**config.mk**
```make
export PLATFORM = sky130hd
export DESIGN_NAME = bounce_emu_cm_flat
export DESIGN_NICKNAME = d
export VERILOG_FILES = /design/src/rtl/bounce_emu_cm_if.sv /design/src/rtl/bounce_emu_cm.sv /design/src/flat_wrapper.sv
export SDC_FILE = /design/constraint.sdc
export NUM_CORES = 1
export LEC_CHECK = 0
export ABC_CLOCK_PERIOD_IN_PS = 5200
export CAP_MARGIN = 20
export CORE_MARGIN = 3
export CORE_UTILIZATION = 31
export CTS_BUF_LIST = sky130_fd_sc_hd__clkbuf_16
export DETAILED_ROUTE_END_ITERATION = 7
export PLACE_DENSITY = 0.58
export SYNTH_ARGS = -nofsm -noshare
export SYNTH_HDL_FRONTEND = slang
export SYNTH_SLANG_ARGS = --single-unit
```
**constraint.sdc**
```tcl
create_clock -name clk -period 5.2 [get_ports clk]
set_input_delay 0.52 -clock clk [delete_from_list [all_inputs] [get_ports clk]]
set_output_delay 0.52 -clock clk [all_outputs]
set_load 0.01 [all_outputs]
```
**src/rtl/bounce_emu_cm_if.sv**
```systemverilog
// Handshake bundle for the contact-bounce emulator: the requesting side
// drives the clean target level and the bounce enable, and the emulator
// returns the noisy contact signal together with its settle status.
interface bounce_emu_cm_if;
   logic target;
   logic bounce_en;
   logic noisy_out;
   logic level;
   logic busy;
   logic done;

   modport master (
      output target,
      output bounce_en,
      input  noisy_out,
      input  level,
      input  busy,
      input  done
   );

   modport slave (
      input  target,
      input  bounce_en,
      output noisy_out,
      output level,
      output busy,
      output done
   );
endinterface

```
**src/rtl/bounce_emu_cm.sv**
```systemverilog
// Contact-bounce emulator.
// A free-running 16-bit Galois LFSR supplies the glitch count and the
// inter-toggle gaps. Each requested level change gives one edge to the new
// level, then G glitch pairs (away and back), then a fixed settle window.
// After the settle window the new level is published and done pulses once.
module bounce_emu_cm #(
   parameter int unsigned NSETTLE = 8,
   parameter int unsigned NBOUNCE = 6,
   parameter logic [3:0]  GAPMASK = 4'hF,
   parameter logic [15:0] SEED    = 16'hACE1
) (
   input logic            clk,
   input logic            reset,
   bounce_emu_cm_if.slave bus
);

   typedef enum logic [1:0] {
      IDLE   = 2'b00,
      BOUNCE = 2'b01,
      SETTLE = 2'b10
   } state_t;

   localparam logic [2:0] NBOUNCE_C = 3'(NBOUNCE);
   localparam logic [7:0] NSETTLE_C = 8'(NSETTLE);

   // One Galois step of x^16+x^14+x^13+x^11+1 (feedback mask 16'hB400).
   function automatic logic [15:0] lfsr_step(input logic [15:0] v);
      logic [15:0] s;
      s = v >> 1;
      if (v[0]) begin
         s = s ^ 16'hB400;
      end else begin
         s = s;
      end
      return s;
   endfunction

   // Gap between successive toggles: 1 .. 16 cycles.
   function automatic logic [4:0] gap_len(input logic [15:0] v);
      return 5'd1 + {1'b0, v[3:0] & GAPMASK};
   endfunction

   // Glitch pair count, clamped to NBOUNCE and zero when bouncing is off.
   function automatic logic [2:0] glitch_cnt(input logic [15:0] v, input logic en);
      logic [2:0] g;
      if (!en) begin
         g = 3'd0;
      end else if (v[2:0] > NBOUNCE_C) begin
         g = NBOUNCE_C;
      end else begin
         g = v[2:0];
      end
      return g;
   endfunction

   state_t      state_r,      state_s;
   logic [15:0] lfsr_r;
   logic        new_r,        new_s;
   logic [2:0]  glitch_r,     glitch_s;
   logic        phase_r,      phase_s;
   logic [4:0]  gap_cnt_r,    gap_cnt_s;
   logic [7:0]  settle_cnt_r, settle_cnt_s;
   logic        noisy_r,      noisy_s;
   logic        level_r,      level_s;
   logic        busy_r,       busy_s;
   logic        done_r,       done_s;

   // Next-state and next-output decode of the IDLE/BOUNCE/SETTLE sequencer.
   always_comb begin
      state_s      = state_r;
      new_s        = new_r;
      glitch_s     = glitch_r;
      phase_s      = phase_r;
      gap_cnt_s    = gap_cnt_r;
      settle_cnt_s = settle_cnt_r;
      noisy_s      = noisy_r;
      level_s      = level_r;
      busy_s       = busy_r;
      done_s       = 1'b0;

      case (state_r)
         IDLE: begin
            noisy_s = level_r;
            if (bus.target != level_r) begin
               // First edge goes straight to the new level.
               new_s    = bus.target;
               noisy_s  = bus.target;
               busy_s   = 1'b1;
               phase_s  = 1'b0;
               glitch_s = glitch_cnt(lfsr_r, bus.bounce_en);
               if (glitch_s != 3'd0) begin
                  state_s      = BOUNCE;
                  gap_cnt_s    = gap_len(lfsr_r);
                  settle_cnt_s = 8'd0;
               end else begin
                  state_s      = SETTLE;
                  gap_cnt_s    = 5'd0;
                  settle_cnt_s = NSETTLE_C;
               end
            end else begin
               busy_s = 1'b0;
            end
         end

         BOUNCE: begin
            // A zero count is treated as expired so the counter never wraps.
            if (gap_cnt_r <= 5'd1) begin
               if (!phase_r) begin
                  noisy_s   = ~new_r;
                  phase_s   = 1'b1;
                  gap_cnt_s = gap_len(lfsr_r);
               end else begin
                  noisy_s  = new_r;
                  phase_s  = 1'b0;
                  glitch_s = glitch_r - 3'd1;
                  if (glitch_r <= 3'd1) begin
                     state_s      = SETTLE;
                     gap_cnt_s    = 5'd0;
                     settle_cnt_s = NSETTLE_C;
                  end else begin
                     gap_cnt_s = gap_len(lfsr_r);
                  end
               end
            end else begin
               gap_cnt_s = gap_cnt_r - 5'd1;
            end
         end

         SETTLE: begin
            if (settle_cnt_r <= 8'd1) begin
               level_s      = new_r;
               done_s       = 1'b1;
               busy_s       = 1'b0;
               settle_cnt_s = 8'd0;
               state_s      = IDLE;
            end else begin
               settle_cnt_s = settle_cnt_r - 8'd1;
            end
         end

         default: begin
            state_s = IDLE;
            busy_s  = 1'b0;
            noisy_s = level_r;
         end
      endcase
   end

   // State, LFSR and output registers; the LFSR advances every cycle.
   always_ff @(posedge clk or negedge reset) begin
      if (!reset) begin
         state_r      <= IDLE;
         lfsr_r       <= SEED;
         new_r        <= 1'b0;
         glitch_r     <= 3'd0;
         phase_r      <= 1'b0;
         gap_cnt_r    <= 5'd0;
         settle_cnt_r <= 8'd0;
         noisy_r      <= 1'b0;
         level_r      <= 1'b0;
         busy_r       <= 1'b0;
         done_r       <= 1'b0;
      end else begin
         state_r      <= state_s;
         lfsr_r       <= lfsr_step(lfsr_r);
         new_r        <= new_s;
         glitch_r     <= glitch_s;
         phase_r      <= phase_s;
         gap_cnt_r    <= gap_cnt_s;
         settle_cnt_r <= settle_cnt_s;
         noisy_r      <= noisy_s;
         level_r      <= level_s;
         busy_r       <= busy_s;
         done_r       <= done_s;
      end
   end

   assign bus.noisy_out = noisy_r;
   assign bus.level     = level_r;
   assign bus.busy      = busy_r;
   assign bus.done      = done_r;

endmodule

```
**src/flat_wrapper.sv**
```systemverilog
// flat-port wrapper written by rule: the top's interface ports become plain ports
module bounce_emu_cm_flat 
#(
   parameter int unsigned NSETTLE = 8,
   parameter int unsigned NBOUNCE = 6,
   parameter logic [3:0]  GAPMASK = 4'hF,
   parameter logic [15:0] SEED    = 16'hACE1
)
  (clk, reset, bus_target, bus_bounce_en, bus_noisy_out, bus_level, bus_busy, bus_done);
  bounce_emu_cm_if bus_i ();
  input logic clk;
  input logic reset;
  input wire logic [$bits(bus_i.target)-1:0] bus_target;
  input wire logic [$bits(bus_i.bounce_en)-1:0] bus_bounce_en;
  output wire logic [$bits(bus_i.noisy_out)-1:0] bus_noisy_out;
  output wire logic [$bits(bus_i.level)-1:0] bus_level;
  output wire logic [$bits(bus_i.busy)-1:0] bus_busy;
  output wire logic [$bits(bus_i.done)-1:0] bus_done;
  assign bus_i.target = bus_target;
  assign bus_i.bounce_en = bus_bounce_en;
  assign bus_noisy_out = bus_i.noisy_out;
  assign bus_level = bus_i.level;
  assign bus_busy = bus_i.busy;
  assign bus_done = bus_i.done;
  bounce_emu_cm #(.NSETTLE(NSETTLE), .NBOUNCE(NBOUNCE), .GAPMASK(GAPMASK), .SEED(SEED)) u_core (.clk(clk), .reset(reset), .bus(bus_i));
endmodule
```
==> flow_summary.json <==
{
  "clock_path_buffers": 2,
  "fin_crit_ns": 2.25,
  "synth_cell_types": 49,
  "nNetsFinal": 222,
  "cp_max_fo": 7,
  "critPathLaunch": "bus_target",
  "max_freq_mhz": 445,
  "total_power_mw": 1.20,
  "post-dp-hpwl_mm": 2.94,
  "worstPathArrival_ns": 2.43,
  "cts_setup_buffers": 0,
  "die_area_um2": 7860,
  "dp.cells": 275,
  "final_common_cell": "dfrtp_1",
  "slew_violations": 0,
  "p_seq_share_pct": 34.2,
  "synth_fa_ha_area_share_pct": 7.68,
  "run_status": "finished clean",
  "p_clk_share_pct": 29.4,
  "hold_buffers": 0,
  "worstSetupPathType": "in2reg",
  "die_x_um": 88.6,
  "pre_cts_slack_ns": 2.67,
  "grt_usage_pct": 11.8,
  "critPathLaunchType": "primary input",
  "synth.area.mux_share_pct": 4.55,
  "reg2reg_from": "u_core.state_r[1]$_DFFE_PN0P_",
  "antenna_cells": 0,
  "grt_pass1_wl_mm": 7.22,
  "routed-via-count": 1487,
  "gp_congestion": 0.868,
  "ant_nets": 0,
  "grt_max_degree": 41,
  "drt_iter0_drc": 59,
  "syn_nets": 214,
  "fin_skew_ns": 0.00423,
  "die-height_um": 88.6,
  "sw_frac_of_total_pct": 34.6,
  "cts_tree": "done",
  "max-vdd-ir-drop_mv": 0.151,
  "worstReg2RegEnd": "u_core.gap_cnt_r[1]$_DFFE_PN0P_",
  "clock_latency_ns": 0.28,
  "end_kind": "flip-flop",
  "gr-total-overflow": 0,
  "syn_avg_cell_area_um2": 10.7,
  "synth-simple-area-share_pct": 13.1,
  "antenna_found_initial": 0,
  "path_clk_slew_ns": 0.06,
  "ys_warn_count": 0,
  "wirelength_mm": 4.10,
  "rsz0062_at_grt": "false",
  "synth-edff-count": 0,
  "rrSetupSlack_ns": 2.98,
  "worstPathRequired_ns": 5.38,
  "ys.flop_type": "dfrtp_1",
  "fin_crit_sh_pct": 43.2,
  "synthCells": 197,
  "drtPass1Iterations": 5,
  "final_cell_mix": "dfrtp_1 (32), nand2_1 (17), inv_1 (15)",
  "synth_top_family_by_area": "compound AO/OA/AOI/OAI gates",
  "io_pins": 8,
  "synth_compound_gate_area_share_pct": 20.7,
  "route.detailed.drc": 0,
  "timing.final.ws_setup_ns": 2.95,
  "initial_core_util_pct": 32.6,
  "combPwrFrac_pct": 36.4,
  "min_path_type": "in2async",
  "cap_violations": 0,
  "power.leakage_nw": 1.02,
  "final_util_pct": 37.4,
  "coreArea_um2": 6490,
  "placementRows": 29,
  "drive_above_1_share_pct": 15.0,
  "cts_sinks": 40,
  "rr_worst_depth": 6,
  "worst_pin_slew_ns": 0.880,
  "syn2layout_area_growth_pct": 14.7,
  "finalSetupViolCount": 0,
  "htree_levels": 2,
  "yosysSeqAreaShare_pct": 47.8,
  "final_cells": 283,
  "syn_area_um2": 2120,
  "cts_made_buffers": 5,
  "p_per_area_nw_per_um2": 493,
  "cts_resized": 0,
  "port_buffers": 7,
  "ys_ff_latch": 40,
  "internal_power_mw": 0.783,
  "routedWlPerCell_um": 14.5,
  "fin_tns_setup_ns": 0,
  "vias_per_cell": 5.25,
  "p_switching_mw": 0.414,
  "cts_root_buf": "clkbuf_16",
  "hold_violations": 0,
  "synth_xor_area_share_pct": 2.48,
  "ys_async_sr_fraction_pct": 100,
  "grt_pass1_vias": 1532,
  "slew-limit-headroom_pct": 41.3
}
-- power by group through the flow --
| stage | Sequential, mW | Combinational, mW | Clock (mW) |
|---|---|---|---|
| 2_1_floorplan | 0.409 | 0.327 | 0 |
| 3_3_place_gp | 0.413 | 0.437 | 0 |
| 3_5_place_dp | 0.414 | 0.437 | 0 |
| 4_1_cts | 0.409 | 0.439 | 0.363 |
| 5_1_grt | 0.419 | 0.486 | 0.378 |
| 6_report | 0.409 | 0.436 | 0.352 |
-- flip-flops by register name (all words and copies together) (netlist names) --
signal,flops
u_core.settle_cnt_r,8
u_core.new_r,1
u_core.gap_cnt_r,5
u_core.bus.busy,1
u_core.phase_r,1
u_core.bus.noisy_out,1
u_core.bus.level,1
u_core.lfsr_r,16
u_core.glitch_r,3
u_core.bus.done,1
u_core.state_r,2
-- Yosys cell counts, types with 5 or more instances --
master | n | area, µm²
clkbuf_1 | 6 | 22.5
inv_1 | 15 | 56.3
a21oi_1 | 6 | 30.0
mux2_2 | 5 | 56.3
dfrtp_1 | 32 | 801
a211oi_1 | 5 | 37.5
nor3_1 | 5 | 25.0
dfstp_2 | 8 | 210
nand3_1 | 5 | 25.0
nand2_1 | 17 | 63.8
o211ai_1 | 5 | 37.5
nor2_1 | 10 | 37.5
o21ai_0 | 11 | 55.1
ha_1 | 13 | 163
-- critical path, stage by stage --
cell and delay (ns):
clkdlybuf4s50_1 0.44, ha_1 0.32, and2_1 0.22, nor2_1 0.34, o21ai_0 0.32, o221ai_1 0.26
-- worst max-delay path by stage --
stage | end | cells after the start
finish | u_core.gap_cnt_r[1]$_DFFE_PN0P_ | 6
CTS | u_core.gap_cnt_r[3]$_DFFE_PN0P_ | 6
global placement | u_core.gap_cnt_r[3]$_DFFE_PN0P_ | 6
detailed placement | u_core.gap_cnt_r[3]$_DFFE_PN0P_ | 6
global route | u_core.gap_cnt_r[0]$_DFFE_PN0P_ | 6
floorplan | u_core.settle_cnt_r[3]$_DFFE_PN0P_ | 4
-- cells by family after synthesis --
logic type / Yosys count
buffers and inverters: 21
adders and majority gates: 13
AOI/OAI and AO/OA: 55
muxes: 9
DFF: 40
xor gates and xnor gates: 6
and+or+nand+nor: 53
-- cell type report --
class | count | area (µm²)
multi-input cells | 136 | 1030
fillers | 627 | 4070
flip-flops and latches | 40 | 1010
well taps | 77 | 96.3
clock inverters | 3 | 47.5
inverters | 15 | 56.3
repair buffers | 7 | 65.1
clock buffers | 5 | 125
-- stage by stage --
| stage | cell area [µm²] | hold WS, ns |
|---|---|---|
| floorplan | 2120 | 0.224 |
| global placement | 2260 | 0.333 |
| detailed placement | 2260 | 0.342 |
| CTS | 2430 | 0.353 |
| global route | 2430 | 0.366 |
| finish | 2430 | 0.352 |
-- metal layers --
layer  track usage, %  routed length, µm  vias up
li1                 -                  -      736
met1             16.0               1940      720
met2             17.7               1930       25
met3             3.17                160        6
met4             4.81                 63        0
met5                0                  0        -
(Power assumes the default switching activity.)
